<file path="config.mk">
export PLATFORM = sky130hd
export DESIGN_NAME = dmem_arbiter
export DESIGN_NICKNAME = d
export VERILOG_FILES = /design/src/rtl/dmem_arbiter.sv
export SDC_FILE = /design/constraint.sdc
export NUM_CORES = 1
export LEC_CHECK = 0
export CAP_MARGIN = 40
export CORE_AREA = 2 2 116 118
export CTS_CLUSTER_DIAMETER = 80
export DETAILED_ROUTE_END_ITERATION = 8
export DIE_AREA = 0 0 118 120
export SLEW_MARGIN = 30
export SYNTH_ARGS = -nofsm -noshare
export SYNTH_HDL_FRONTEND = slang
export SYNTH_SLANG_ARGS = --single-unit
</file>
<file path="constraint.sdc">
create_clock -name clk -period 2 [get_ports clk]
set_input_delay 0.4 -clock clk [delete_from_list [all_inputs] [get_ports clk]]
set_output_delay 0.4 -clock clk [all_outputs]
set_load 0.02 [all_outputs]
</file>
<file path="src/rtl/dmem_arbiter.sv">
// dmem_arbiter: two-port round-robin arbiter and sequencer for the
// single-port data memory. Port 0 is the load/store unit, port 1 the
// debug/DMA loader. One access is granted per cycle. Read responses return
// one cycle after the grant. Out-of-range accesses are answered with an
// error and never reach the memory. One memory-clear cycle follows reset.
module dmem_arbiter #(
  parameter int DEPTH = 41,
  parameter int AW    = 32,
  parameter int DW    = 32
) (
  input  logic          clk,
  input  logic          reset,            // asynchronous, active-low
  input  logic          p0_req,
  input  logic          p0_we,
  input  logic [AW-1:0] p0_addr,
  input  logic [DW-1:0] p0_wdata,
  output logic          p0_gnt,
  output logic          p0_rvalid,
  output logic [DW-1:0] p0_rdata,
  output logic          p0_err,
  input  logic          p1_req,
  input  logic          p1_we,
  input  logic [AW-1:0] p1_addr,
  input  logic [DW-1:0] p1_wdata,
  output logic          p1_gnt,
  output logic          p1_rvalid,
  output logic [DW-1:0] p1_rdata,
  output logic          p1_err,
  output logic          mem_reset,
  output logic [AW-1:0] mem_address,
  output logic [DW-1:0] mem_write_data,
  output logic          mem_write_signal,
  input  logic [DW-1:0] mem_read_data
);

  typedef enum logic {INIT, RUN} state_e;

  localparam logic [AW-1:0] DEPTH_A = AW'(DEPTH);

  state_e state_q, state_d;
  logic   last_q, last_d;       // port granted most recently; loses the next tie
  logic   rv0_q, rv0_d, er0_q, er0_d;
  logic   rv1_q, rv1_d, er1_q, er1_d;

  // Unsigned full-width range check; no wrap-around of large addresses.
  logic oor0, oor1;
  assign oor0 = (p0_addr >= DEPTH_A);
  assign oor1 = (p1_addr >= DEPTH_A);

  // State, tie-break history and registered response flags.
  always_ff @(posedge clk or negedge reset) begin
    if (!reset) begin
      state_q <= INIT;
      last_q  <= 1'b1;
      rv0_q   <= 1'b0;
      er0_q   <= 1'b0;
      rv1_q   <= 1'b0;
      er1_q   <= 1'b0;
    end else begin
      state_q <= state_d;
      last_q  <= last_d;
      rv0_q   <= rv0_d;
      er0_q   <= er0_d;
      rv1_q   <= rv1_d;
      er1_q   <= er1_d;
    end
  end

  // Next state, arbitration and memory command drive.
  always_comb begin
    state_d          = state_q;
    last_d           = last_q;
    p0_gnt           = 1'b0;
    p1_gnt           = 1'b0;
    rv0_d            = 1'b0;
    er0_d            = 1'b0;
    rv1_d            = 1'b0;
    er1_d            = 1'b0;
    mem_reset        = 1'b0;
    mem_address      = '0;
    mem_write_data   = '0;
    mem_write_signal = 1'b0;
    case (state_q)
      INIT: begin
        mem_reset = 1'b1;
        state_d   = RUN;
      end
      default: begin
        // Port 0 wins when alone or when port 1 was the last winner.
        if (p0_req && (!p1_req || last_q)) begin
          p0_gnt = 1'b1;
          last_d = 1'b0;
          rv0_d  = !p0_we || oor0;
          er0_d  = oor0;
          if (!oor0) begin
            mem_address      = p0_addr;
            mem_write_data   = p0_wdata;
            mem_write_signal = p0_we;
          end
        end else if (p1_req) begin
          p1_gnt = 1'b1;
          last_d = 1'b1;
          rv1_d  = !p1_we || oor1;
          er1_d  = oor1;
          if (!oor1) begin
            mem_address      = p1_addr;
            mem_write_data   = p1_wdata;
            mem_write_signal = p1_we;
          end
        end
      end
    endcase
  end

  assign p0_rvalid = rv0_q;
  assign p0_err    = er0_q;
  assign p1_rvalid = rv1_q;
  assign p1_err    = er1_q;

  // Read data comes straight from the memory's output register; error
  // responses and idle cycles present zero.
  assign p0_rdata = (rv0_q && !er0_q) ? mem_read_data : '0;
  assign p1_rdata = (rv1_q && !er1_q) ? mem_read_data : '0;

endmodule

</file>
==> results of run 1 <==
-- logic make-up after synthesis --
family          Yosys count  synth area share (%)
compound gates           46                  26.9
flops                     6                  10.6
buf+inv                  44                  20.0
simple gates             97                  42.0
other cells               2                 0.525
-- power breakdown --
| group | switching, uW | internal (uW) | total, uW |
|---|---|---|---|
| clock network | 66.8 | 264 | 331 |
| logic | 289 | 376 | 665 |
| registers | 11.7 | 136 | 148 |
| total | 367 | 776 | 1140 |
-- cell usage after synthesis --
| cell type | number | share of area (%) |
|---|---|---|
| o21ai_0 | 2 | 0.70 |
| o2111ai_1 | 1 | 0.61 |
| buf_6 | 1 | 0.79 |
| nor4b_1 | 2 | 1.2 |
| inv_1 | 4 | 1.0 |
| buf_2 | 4 | 1.4 |
| a21oi_1 | 2 | 0.70 |
| a22o_1 | 39 | 24 |
| nor4_2 | 2 | 1.7 |
| buf_4 | 29 | 15 |
| dfrtp_1 | 5 | 8.7 |
| dfstp_2 | 1 | 1.8 |
| nor4_1 | 14 | 6.1 |
| nand4_1 | 3 | 1.3 |
| o211ai_1 | 1 | 0.52 |
| nor2b_1 | 2 | 0.87 |
| nand2_1 | 3 | 0.79 |
| nor2_1 | 6 | 1.6 |
| a21o_1 | 1 | 0.52 |
| clkbuf_1 | 6 | 1.6 |
| and2_1 | 64 | 28 |
| conb_1 | 2 | 0.52 |
| nand3_1 | 1 | 0.35 |
-- stage by stage --
stage	std cells	setup TNS (ns)	hold WS (ns)	setup WS, ns
6_report	684	-17.62	0.422	-0.499
5_1_grt	684	-23.83	0.450	-0.683
4_1_cts	679	-18.71	0.431	-0.548
3_5_place_dp	656	-53.80	0.524	-1.37
3_3_place_gp	656	-53.36	0.518	-1.37
2_1_floorplan	220	0	0.104	0.0161
-- metal layers --
metal  GRT usage, %  wire [um]
met4           1.66         47
met5              0          0
met3           2.52        701
met2           26.4       5610
met1           15.0       4030
-- timing repair --
action	in CTS	in global routing
endpoints found under the hold margin	0	0
gates resized for setup	439	9
buffers inserted	13	3
pin swaps	39	14
cloned	6	2
setup endpoints to repair	107	44
-- registers in the layout (all words and copies together), names as in the netlist --
| register | flops |
|---|---|
| state_q | 1 |
| p0_rvalid | 1 |
| p1_err | 1 |
| p1_rvalid | 1 |
| p0_err | 1 |
| last_q | 1 |
-- worst min-delay path by stage --
stage / from / end / slack [ns] / depth (start not counted)
floorplan: reset / p0_err / 0.10 / 0
global placement: last_q / last_q / 0.52 / 1
detailed placement: last_q / last_q / 0.52 / 1
CTS: reset / p0_err / 0.43 / 1
global route: reset / p0_err / 0.45 / 1
finish: reset / p1_rvalid / 0.42 / 1
-- critical path, cell delays in order --
cell	delay, ns
clkdlybuf4s50_1	0.51
o21ai_2	0.07
nor2_2	0.22
nor4_4	0.08
buf_4	0.15
clkbuf_16	0.15
buf_4	0.15
a22o_4	0.25
buf_6	0.13
-- cell type report --
class | count | area share (%)
repair buffers | 323 | 64.3
multi-input cells | 170 | 26.2
well taps | 176 | 4.44
flip-flops and latches | 6 | 3.05
clock buffers | 4 | 1.59
inverters | 4 | 0.303
diodes | 1 | 0.0505
==> reports/results.ini, run 1 <==
[critical_path]
r2r-end = last_q
cp_max_fo = 5
rr_startpoint = last_q
critPathLaunch = p1_addr[5]
critPathKind = in -> out
reg2reg_slack_ns = 0.85
rr_worst_depth = 5
cp-endpoint = mem_write_data[23]
cp.arrival_ns = 2.10
crit_path_start_kind = input port
crit_required_ns = 1.60
endpoint_kind = output pin

[placement]
dpl_cell_area_mm2 = 0.00456
portBuffers = 275
gp_congestion = 0.800
post-dp-hpwl_um = 8110

[pwr]
worst_ir_drop_vdd_uv = 294
power_density_mw_per_mm2 = 231
leakagePower_uw = 0.00246
finalPower_uw = 1140

[routing]
drtPass1Iterations = 4
drtAntennaViolNets = 0
drt_iter0_markers = 25
drc = 0
vias_per_cell = 3.88
wirelength_um = 10400
post_drt_wl_per_cell_um = 15.2
vias = 2656

[yosys]
syn_area_mm2 = 0.00143
ys_seq_area_share_pct = 10.6
synthesis.area_per_instance_um2 = 7.34
ys_warn_count = 0
synth_cell_types = 23
synth.ff_latch_count = 6
synthCells = 195

[run_status]
outcome = complete, but fails checks
failed_checks = negative setup slack

[clocking]
cts_root_buf = clkbuf_16
cts_tree = done
numCtsBuffers = 3
cts_max_path_buffers = 2
cts.sinks = 6
clk_pin_slew_ns = 0.03
h-tree-depth = 1
clk_latency_ns = 0.23
hold_buffers = 0

[job]
cap_violations = 0

[floorplan]
num_rows = 42
die_w_um = 118
ios = 302
core_mm2 = 0.0130
dieHeight_um = 120
initial_core_util_pct = 11.0
dieArea_mm2 = 0.0142

[layout]
num-fill-cells = 1366
synthToLayoutAreaGrowth_pct = 246
final_nets = 674
seqCellArea_um2 = 151
most-common-layout-cells = 106 x clkdlybuf4s50_1, 99 x dlygate4sd2_1, 64 x and2_1, 45 x buf_6, 32 x buf_4
final_common_cell = clkdlybuf4s50_1
drive_above_1_share_pct = 26.4
multi_input_area_mm2 = 0.00130
post-route-cell-area_mm2 = 0.00496
utilization_pct = 38.2

[grt]
grt_start_max_net_pins = 21
grt_pass1_wl_um = 14900
antenna_found_initial = 1
grt_use_total_pct = 13.3
grt-ovfl-total = 0
grt_pass1_vias = 2753

[sta]
fmaxAchievable_ghz = 0.400
rsz0062_at_grt = yes
finalWorstSetupSlack_ns = -0.499
setup_viol = 39
post-route-period-util_pct = 125
drv_slew = 0
min_period_ns = 2.50
hold_viol = 0
skew_ns = 0.00177

[hold_path]
hold_path.class = in -> async

(Power assumes the default switching activity.)
==> run 2: changes to the inputs <==
- RECOVER_POWER: not set -> 100
- SLEW_MARGIN: 30 -> 20
==> run 2 against run 1 <==
Hold slack improved by 0.072 ns; sequential cell count unchanged; cell count unchanged; the flow still finishes with violations (negative setup slack); sequential power about the same; via count about the same; maximum frequency increased by 0.12%; total power decreased by 0.89%; critical path depth unchanged; core utilization decreased by 0.16 points.
==> reports/results.ini, run 2 (synthesis results as in run 1) <==
[run_status]
outcome = complete, but fails checks  ; unchanged
failed_checks = negative setup slack  ; unchanged

[critical_path]
cp_max_fo = 5  ; unchanged
cp.arrival_ns = 2.10  ; about the same
endpoint_kind = output pin  ; unchanged
rr_worst_depth = 5  ; unchanged
slowest_stage = clkdlybuf4s50_1  ; unchanged
crit_path_start_kind = input port  ; unchanged
r2r-end = last_q  ; unchanged
cp_top_family = buffers and inverters  ; unchanged
slowest_delay_ns = 0.51  ; about the same
worst_path_most_repeated_cell = buf_4  ; unchanged
reg2reg_slack_ns = 0.79  ; was 0.85 ns
crit_required_ns = 1.60  ; about the same
crit_chain = clkdlybuf4s50_1 > o21ai_2 > nor2_2 > nor4_4 > buf_4 > clkbuf_16 > buf_4 > a22o_4 > buf_6  ; unchanged
critPathKind = in -> out  ; unchanged
rr_startpoint = last_q  ; unchanged
crit_buf_inv = 5  ; unchanged

[floorplan]
die_w_um = 118  ; unchanged
num_rows = 42  ; unchanged
ios = 302  ; unchanged
core_mm2 = 0.0130  ; unchanged
dieHeight_um = 120  ; unchanged
initial_core_util_pct = 11.0  ; unchanged
dieArea_mm2 = 0.0142  ; unchanged

[clocking]
clk_latency_ns = 0.23  ; about the same
cts_tree = done  ; unchanged
hold_buffers = 0  ; unchanged
numCtsBuffers = 3  ; unchanged
cts_max_path_buffers = 2  ; unchanged
h-tree-depth = 1  ; unchanged
cts_root_buf = clkbuf_16  ; unchanged
clk_pin_slew_ns = 0.03  ; about the same
cts.sinks = 6  ; unchanged

[pwr]
internal_power_uw = 768  ; was 776 uW
p_clk_share_pct = 29.2  ; was 29.0%
finalPower_uw = 1130  ; was 1140 uW
power_density_mw_per_mm2 = 230  ; was 231 mW/mm2
seq_power_share_pct = 12.9  ; about the same
switching_share_pct = 32.3  ; was 32.1%
comb_power_share_pct = 57.9  ; was 58.1%
worst_ir_drop_vdd_uv = 293  ; was 294 uV
p_sw_uw = 366  ; was 367 uW
leakagePower_uw = 0.00246  ; about the same

[grt]
grt-ovfl-total = 0  ; unchanged
grt_start_max_net_pins = 21  ; unchanged
grt_pass1_vias = 2753  ; unchanged
grt_use_total_pct = 13.3  ; unchanged
antenna_found_initial = 1  ; unchanged
grt_pass1_wl_um = 14900  ; unchanged

[sta]
setup_viol = 39  ; unchanged
finalWorstSetupSlack_ns = -0.496  ; was -0.499 ns
post-route-period-util_pct = 125  ; about the same
fmaxAchievable_ghz = 0.401  ; was 0.400 GHz
skew_ns = 0.00178  ; was 0.00177 ns
rsz0062_at_grt = yes  ; unchanged
min_period_ns = 2.50  ; about the same
drv_slew = 0  ; unchanged
hold_viol = 0  ; unchanged
fin_tns_setup_ns = -17.54  ; was -17.62 ns

[layout]
synthToLayoutAreaGrowth_pct = 245  ; was 246%
final_nets = 674  ; unchanged
final_common_cell = clkdlybuf4s50_1  ; unchanged
fin_cells = 684  ; unchanged
most-common-layout-cells = 100 x clkdlybuf4s50_1, 99 x dlygate4sd2_1, 61 x and2_1, 43 x buf_6, 29 x a22o_1  ; was 106 x clkdlybuf4s50_1, 99 x dlygate4sd2_1, 64 x and2_1, 45 x buf_6, 32 x buf_4
seqCellArea_um2 = 151  ; unchanged
drive_above_1_share_pct = 25.8  ; was 26.4%
multi_input_area_mm2 = 0.00129  ; was 0.00130 mm2
num-fill-cells = 1364  ; was 1366

[routing]
drtPass1Iterations = 4  ; unchanged
vias = 2654  ; was 2656
wirelength_um = 10400  ; about the same
vias_per_cell = 3.88  ; about the same
post_drt_wl_per_cell_um = 15.1  ; was 15.2 um
drt_iter0_markers = 27  ; was 25
drtAntennaViolNets = 0  ; unchanged
drc = 0  ; unchanged

[placement]
gp_congestion = 0.800  ; unchanged
dp_cells = 656  ; unchanged
post-dp-hpwl_um = 8110  ; unchanged
portBuffers = 275  ; unchanged

[job]
cap_violations = 0  ; unchanged

[hold_path]
hold_path.class = in -> async  ; unchanged

==> run 2: cell types whose count changed in the layout (fill, tap and decap cells not counted), moves of 2 or more <==
cell / delta
clkbuf_2: +2
buf_6: -2
and2_1: -3
clkbuf_4: +4
and2_0: +3
clkdlybuf4s50_1: -6
dlygate4sd3_1: +6
buf_4: -4
==> run 2: what timing repair did <==
action	CTS	global route
pin swaps	39	14
endpoints found under the setup margin	107	44
gates cloned	6	2
buffers inserted	13	3
gates resized for setup	439	9
==> run 2: layout make-up <==
type                    count  share of cell area (%)
multi-input cells         170                    26.2
well taps                 176                    4.46
repair buffers            323                    64.3
flip-flops and latches      6                    3.07
clock buffers               4                    1.60
inverters                   4                   0.304
diodes                      1                  0.0507
==> run 2: worst max path at each step <==
stage | from | endpoint | slack [ns] | cells past startpoint
finish | p1_addr[5] | mem_write_data[23] | -0.50 | 9
global route | p1_addr[12] | mem_write_data[19] | -0.68 | 9
CTS | p1_addr[22] | mem_write_data[19] | -0.55 | 8
detailed placement | p1_addr[13] | mem_write_data[21] | -1.37 | 7
global placement | p1_addr[13] | mem_write_data[21] | -1.37 | 7
floorplan | p1_addr[13] | mem_write_data[21] | 0.02 | 6
==> run 2: stage by stage <==
step | util, % | hold WS, ns | cell area, um2 | setup WS (ns)
CTS | 37.7 | 0.431 | 4890 | -0.548
detailed placement | 35.1 | 0.524 | 4560 | -1.37
floorplan | - | 0.104 | 1640 | 0.0161
global placement | 35.1 | 0.518 | 4560 | -1.37
global route | 38.0 | 0.521 | 4940 | -0.683
finish | 38.0 | 0.494 | 4940 | -0.496
==> run 2: power groups by stage <==
stage | registers [uW] | clock network, uW | logic, uW
2_1_floorplan | 151 | 0 | 239
3_3_place_gp | 147 | 0 | 728
3_5_place_dp | 147 | 0 | 734
4_1_cts | 148 | 336 | 667
5_1_grt | 148 | 349 | 701
6_report | 146 | 331 | 656
==> run 2: layer usage <==
layer  GRT usage (%)  part of all wire [%]  vias up  wire length [um]
met4            1.66                  0.45        0                47
met2            26.4                    54      153              5600
met1            15.0                    39     1212              4020
li1                -                     -     1285                 -
met5               0                     0        -                 0
met3            2.52                   6.7        4               692
